**config.mk**
```make
export PLATFORM = sky130hd
export DESIGN_NAME = regfile_mp
export DESIGN_NICKNAME = d
export VERILOG_FILES = /design/src/rtl/regfile_mp.sv
export SDC_FILE = /design/constraint.sdc
export NUM_CORES = 2
export LEC_CHECK = 0
export BUFFER_PORTS_ARGS = -buffer_cell sky130_fd_sc_hd__buf_2
export CAP_MARGIN = 30
export CORE_MARGIN = 1
export CORE_UTILIZATION = 64
export DETAILED_ROUTE_END_ITERATION = 6
export PLACE_DENSITY = 0.8
export SLEW_MARGIN = 10
export SYNTH_ARGS = -nofsm -noshare
export SYNTH_HDL_FRONTEND = slang
export SYNTH_SLANG_ARGS = --single-unit
```
**constraint.sdc**
```tcl
create_clock -name elk -period 3.25 [get_ports elk]
set_input_delay 0 -clock elk [delete_from_list [all_inputs] [get_ports elk]]
set_output_delay 0 -clock elk [all_outputs]
set_load 0.01 [all_outputs]
```
**src/rtl/regfile_mp.sv**
```systemverilog
// Multi-port general-purpose register file: two write ports, NUM_RD registered read
// ports with write-to-read bypass, hardwired zero entry and a one-entry-per-cycle clear sweep.
module regfile_mp #(
  parameter int          DATA_W  = 32,
  parameter int          ADDR_W  = 5,
  parameter int          NUM_RD  = 2,
  parameter int          SP_ADDR = 29,
  parameter int unsigned SP_INIT = 252
) (
  input  logic                       elk,
  input  logic                       nrst,
  input  logic                       wr0_en,
  input  logic [ADDR_W-1:0]          wr0_addr,
  input  logic [DATA_W-1:0]          wr0_data,
  input  logic                       wr1_en,
  input  logic [ADDR_W-1:0]          wr1_addr,
  input  logic [DATA_W-1:0]          wr1_data,
  input  logic [NUM_RD*ADDR_W-1:0]   rd_addr,
  output logic [NUM_RD*DATA_W-1:0]   rd_data,
  input  logic                       clr_req,
  output logic                       busy,
  output logic                       clr_done,
  output logic                       wr_drop
);

  localparam int                DEPTH  = 2**ADDR_W;
  localparam logic [ADDR_W-1:0] SP_IDX = ADDR_W'(SP_ADDR);
  localparam logic [ADDR_W-1:0] LAST   = '1;
  localparam logic [DATA_W-1:0] SP_VAL = DATA_W'(SP_INIT);

  typedef enum logic {S_IDLE, S_SWEEP} state_e;

  state_e                     state_q, state_d;
  logic [ADDR_W-1:0]          idx_q, idx_d;
  logic [DATA_W-1:0]          mem_q [DEPTH];
  logic [DATA_W-1:0]          mem_d [DEPTH];
  logic                       clr_done_q, clr_done_d;
  logic                       wr_drop_q, wr_drop_d;
  logic [NUM_RD*DATA_W-1:0]   rd_data_q, rd_data_d;
  logic                       sweeping, we0, we1;
  logic [DATA_W-1:0]          sweep_val;

  function automatic logic [DATA_W-1:0] clear_value(input logic [ADDR_W-1:0] a);
    return (a == SP_IDX) ? SP_VAL : '0;
  endfunction

  always_ff @(posedge elk or negedge nrst) begin
    if (!nrst) begin
      state_q    <= S_IDLE;
      idx_q      <= ADDR_W'(1);
      clr_done_q <= 1'b0;
      wr_drop_q  <= 1'b0;
    end else begin
      state_q    <= state_d;
      idx_q      <= idx_d;
      clr_done_q <= clr_done_d;
      wr_drop_q  <= wr_drop_d;
    end
  end

  always_comb begin
    state_d = state_q;
    idx_d   = idx_q;
    case (state_q)
      S_IDLE: begin
        if (clr_req) begin
          state_d = S_SWEEP;
          idx_d   = ADDR_W'(1);
        end
      end
      S_SWEEP: begin
        idx_d = idx_q + ADDR_W'(1);
        if (idx_q == LAST) state_d = S_IDLE;
      end
      default: state_d = S_IDLE;
    endcase
  end

  always_comb begin
    sweeping   = (state_q == S_SWEEP);
    we0        = !sweeping && wr0_en && (wr0_addr != '0);
    we1        = !sweeping && wr1_en && (wr1_addr != '0);
    sweep_val  = clear_value(idx_q);
    clr_done_d = sweeping && (idx_q == LAST);
    wr_drop_d  = sweeping && ((wr0_en && (wr0_addr != '0)) || (wr1_en && (wr1_addr != '0)));
  end

  // Post-edge array image; port 1 is applied last so it wins a same-address collision.
  always_comb begin
    for (int j = 0; j < DEPTH; j++) mem_d[j] = mem_q[j];
    if (sweeping) mem_d[idx_q]    = sweep_val;
    if (we0)      mem_d[wr0_addr] = wr0_data;
    if (we1)      mem_d[wr1_addr] = wr1_data;
    mem_d[0] = '0;
  end

  // Reading the post-edge image gives the bypass for free, including address 0 -> 0.
  always_comb begin
    rd_data_d = '0;
    for (int i = 0; i < NUM_RD; i++)
      rd_data_d[i*DATA_W +: DATA_W] = mem_d[rd_addr[i*ADDR_W +: ADDR_W]];
  end

  always_ff @(posedge elk or negedge nrst) begin
    if (!nrst) begin
      for (int j = 0; j < DEPTH; j++) mem_q[j] <= (j == SP_ADDR) ? SP_VAL : '0;
      rd_data_q <= '0;
    end else begin
      mem_q     <= mem_d;
      rd_data_q <= rd_data_d;
    end
  end

  assign busy     = (state_q == S_SWEEP);
  assign clr_done = clr_done_q;
  assign wr_drop  = wr_drop_q;
  assign rd_data  = rd_data_q;

endmodule

```
==> results of run 1 <==
per-layer routing:
metal  GRT overflow  GRT usage, %
met1              2          79.2
met5              0          38.9
met3              4          66.0
met2             11          86.4
met4             18          67.9
logic make-up after synthesis:
kind of cell             count (synthesis)  share of synthesized area [%]
flip-flops                            1064                           42.9
AO/OA/AOI/OAI                         2420                           30.8
XOR/XNOR                                 2                         0.0282
buffers and inverters                 1126                           7.41
adder cells (fa/ha/maj)                  5                          0.101
AND/OR/NAND/NOR                       2098                           16.7
multiplexers                           103                           1.97
stage by stage:
stage	util (%)	instance area (sq um)	setup TNS, ns	setup slack [ns]
2_1_floorplan	-	62000	0	0.486
3_3_place_gp	71.7	68500	-4.10	-0.847
3_5_place_dp	71.8	68500	-6.06	-0.356
4_1_cts	77.1	73600	-0.0977	-0.0612
timing repair:
item / CTS
hold endpoints to repair: 874
endpoints found under the setup margin: 59
pin swaps: 11
setup buffers: 25
cloned: 2
resized for setup: 60
hold buffers: 61
==> summary.md, run 1 <==
| Metric | Value |
|---|---|
| Clock Tree Buf Depth | 3 |
| Total CTS buffers | 112 |
| Grt total ovfl | 35 |
| First-pass GRT wire length | 544000 microns |
| Seq cells post-synth | 1064 |
| I/O pin cnt | 156 |
| EDFF count, synth | 0 |
| Site row count | 113 |
| Primary FF master, synth | dfrtp_1 |
| Placer Congestion | 1.27 |
| H-Tree Level Count | 3 |
| Die width | 313 microns |
| Gate Count Post-Synth | 6818 |
| Seq/Total Area, Yosys | 42.9% |
| Failing step | global routing (5_1_grt) |
| Largest net degree at the start of global routing | 136 |
| Initial Utilization | 65.0% |
| Leading area contributor after synthesis | dfrtp_1 |
| Mean post-synth cell area | 9.10 sq um |
| Placed cells | 8147 |
| Clock sinks | 1064 |
| Count leader, synth | dfrtp_1 |
| Yosys warns | 0 |
| Top post-synthesis cells by count | dfrtp_1, a221o_1, clkbuf_1 |
| Clock root buffer | clkbuf_16 |
| Die H | 313 microns |
| Largest cells by area after synthesis | dfrtp_1, a221o_1, nor3_1, a221oi_1, clkbuf_1 |
| Status | did not finish |
| Post-DP HPWL | 229000 microns |
| GRT Overall Usage | 75.7% |
| Area share of the largest cell type after synthesis | 42.6% |
| Error msg | [ERROR GRT-0116] Global routing finished with congestion. Check the congestion regions in the DRC Viewer. |
| Distinct cells, synth | 102 |
| Input/output buffers | 155 |
| Synth async-reset ratio | 100% |
| Number of global-route vias before repair | 77295 |
| Synthesized area | 62000 sq um |
| Syn Nets | 6912 |
==> run 2, diff against run 1 <==
- CORE_UTILIZATION: 64 -> 40
- PLACE_DENSITY: 0.8 -> unset
- PLACE_DENSITY_LB_ADDON: unset -> 0.15
==> run 2 against run 1 <==
  * The flow now finishes, with violations (design-rule violations, negative setup slack)
  * Synthesized cell count did not move
  * Area after synthesis did not move
==> summary.md, run 2 <==
| Metric | Value |
|---|---|
| Critical Path AT | 4.09 ns |
| Synth-to-Final Area Change | 35.6% |
| PnR worst setup slack | -0.102 ns |
| Placed cells | 9709 (+19%) |
| Clock root buffer | clkbuf_16 |
| Peak VDD IR | 600 uV |
| Count leader, synth | dfrtp_1 |
| Die Area | 157000 sq um |
| Clock Tree Buf Depth | 3 (unchanged) |
| Yosys warns | 0 (unchanged) |
| Input/output buffers | 155 (unchanged) |
| Post-DP HPWL | 317000 microns (+38%) |
| Pre-antenna DRT Iters | 7 |
| Type of origin of the critical path | flip-flop |
| Die width | 396 microns (+26%) |
| Max-slew violations | 0 |
| H-Tree Level Count | 4 (+1) |
| DRT Wirelength | 446000 microns |
| Die H | 396 microns (+26%) |
| Placer Congestion | 1.09 (-14%) |
| RSZ-0062 raised after global routing | yes |
| GRT Overall Usage | 55.2% |
| DRC violation total after the first TritonRoute iteration | 13006 |
| Final Hold Vio Count | 0 |
| Worst hold path class | primary input to flip-flop |
| Violated checks | design-rule violations, negative setup slack |
| Commonest non-fill, non-tap cells in the layout | buf_4, dfrtp_1, a221o_1 |
| CP Capture Type | flip-flop |
| Worst clock skew | 0.0312 ns |
| Initial Utilization | 40.3% (-25 points) |
| Gate Count Post-Synth | 6818 (unchanged) |
| Via density | 7.56 |
| Grt total ovfl | 0 |
| WHS | 0.0417 ns |
| Mean post-synth cell area | 9.10 sq um (unchanged) |
| Largest register by flop count | mem_q |
| Leak Pwr | 38.7 nW |
| Vias | 76573 |
| Fmax | 298 MHz |
| CTS tree | built |
| Setup TNS | -1.18 ns |
| Pwr/cell area | 585 nW/um^2 |
| Number of global-route vias before repair | 71856 |
| Worst EP required | 3.99 ns |
| Routed len/inst | 44.1 microns |
| Layout cells sized above 1 | 30.0% |
| Reg clk slew, reported paths | 0.06 ns |
| Site row count | 144 (+27%) |
| Clock sinks | 1064 (unchanged) |
| Clock Latency Late Sink | 0.82 ns |
| I/O pin cnt | 156 (unchanged) |
| Max Cap Viol | 0 |
| # DRC | 10 |
| Seq/Total Area, Yosys | 42.9% (unchanged) |
| Syn Nets | 6912 (unchanged) |
| Initial antenna violation count | 34 |
| Clock period minus worst slack | 3.35 ns |
| Top post-synthesis cells by count | dfrtp_1, a221o_1, clkbuf_1 |
| Distinct cells, synth | 102 (unchanged) |
| Largest fanout on the critical path | 20 |
| Detail Route Antenna Nets | 0 |
| Synth async-reset ratio | 100% (unchanged) |
| Headroom to the max-slew limit | 20.7% |
| Primary FF master, synth | dfrtp_1 |
| Max reg flops | 992 |
| Largest net degree at the start of global routing | 103 |
| Leading area contributor after synthesis | dfrtp_1 |
| First-pass GRT wire length | 602000 microns |
| Core Area | 154000 sq um |
| Seq cells post-synth | 1064 (unchanged) |
| Largest cells by area after synthesis | dfrtp_1, a221o_1, nor3_1, a221oi_1, clkbuf_1 |
| Commonest non-fill, non-tap cell in the layout | buf_4 |
| EDFF count, synth | 0 (unchanged) |
| WS Path Type | flip-flop to flip-flop |
| Period Utilization, post-route | 103% |
| Status | finished with violations |
| Slew @ Worst Pin | 1.19 ns |
| Final #Nets | 8042 |
| Synthesized area | 62000 sq um (unchanged) |
| Total CTS buffers | 133 (+19%) |
| Final setup violating endpoints | 32 |
| Area share of the largest cell type after synthesis | 42.6% (unchanged) |
| Post-Layout Cell Count | 10125 |
==> run 2: timing repair <==
item	CTS	global route
setup buffers	33	36
endpoints found under the hold margin	896	0
gates cloned	3	3
pin swaps	33	56
setup endpoints to repair	63	64
resized for setup	135	206
hold buffers	75	0
==> run 2: path summary, 6_finish.rpt <==
path	depth (start not counted)	end	slack [ns]	from
max reg2reg	12	rd_data[2]	-0.10	busy
max in group asynchronous	4	mem_q[697]	2.45	nrst
max	12	rd_data[2]	-0.10	busy
min	6	mem_q[508]	0.04	wr0_data[28]
min reg2reg	2	mem_q[770]	0.49	mem_q[770]
min in group asynchronous	2	idx_q[0]	0.08	nrst
==> run 2: layout make-up <==
cell class / instances / area [sq um]
tap: 2044 / 2560
inverter: 274 / 1030
clock buffer: 198 / 3880
timing repair buffer: 1847 / 16500
antenna: 36 / 90.1
sequential: 1064 / 26600
clock inverter: 34 / 465
multi-input combinational: 4628 / 33000
fill: 14039 / 69900
==> run 2: kinds of logic (layout without fill, tap and decap cells) <==
kind of cell | after synthesis | in the layout | synth area share, %
AO/OA/AOI/OAI | 2420 | 2420 | 30.8
XOR/XNOR | 2 | 2 | 0.0282
other | 0 | 36 | 0
buffers and inverters | 1126 | 2353 | 7.41
adder cells (fa/ha/maj) | 5 | 5 | 0.101
AND/OR/NAND/NOR | 2098 | 2098 | 16.7
multiplexers | 103 | 103 | 1.97
flip-flops | 1064 | 1064 | 42.9
==> run 2: through the flow <==
stage               power [mW]  setup WS, ns  utilization [%]  instance area, sq um
finish                    49.2        -0.102             54.6                 84100
global route              50.2       -0.0733             54.6                 84000
CTS                       47.8       -0.0697             53.6                 82600
detailed placement        32.1        -0.588             49.6                 76400
global placement          32.0        -0.599             49.6                 76400
floorplan                 23.3         0.486                -                 62000
==> run 2: report_power, final <==
part           switching [mW]  internal, mW  total (mW)
Combinational            10.1          6.99        17.0
Sequential               1.00          15.8        16.8
Clock                    6.72          8.72        15.4
==> run 2: metal layers <==
| metal | wire [microns] | up-vias | GRT usage [%] |
|---|---|---|---|
| met5 | 226 | - | 0.862 |
| met4 | 41200 | 13 | 41.1 |
| met3 | 70200 | 2048 | 24.9 |
| met2 | 173000 | 7660 | 74.0 |
| met1 | 161000 | 37803 | 68.8 |
| li1 | - | 29049 | - |
==> run 2: critical path, stage by stage, from the launching register on <==
cell and delay [ns]:
dfrtp_2 0.47, buf_4 0.17, buf_12 0.15, nand4bb_4 0.36, buf_4 0.23, buf_4 0.26, nor3_1 0.23, a221oi_1 0.08
mux2_4 0.37, a22oi_2 0.28, buf_4 0.20, o21a_2 0.23, o32a_1 0.22
(Power assumes the default switching activity.)
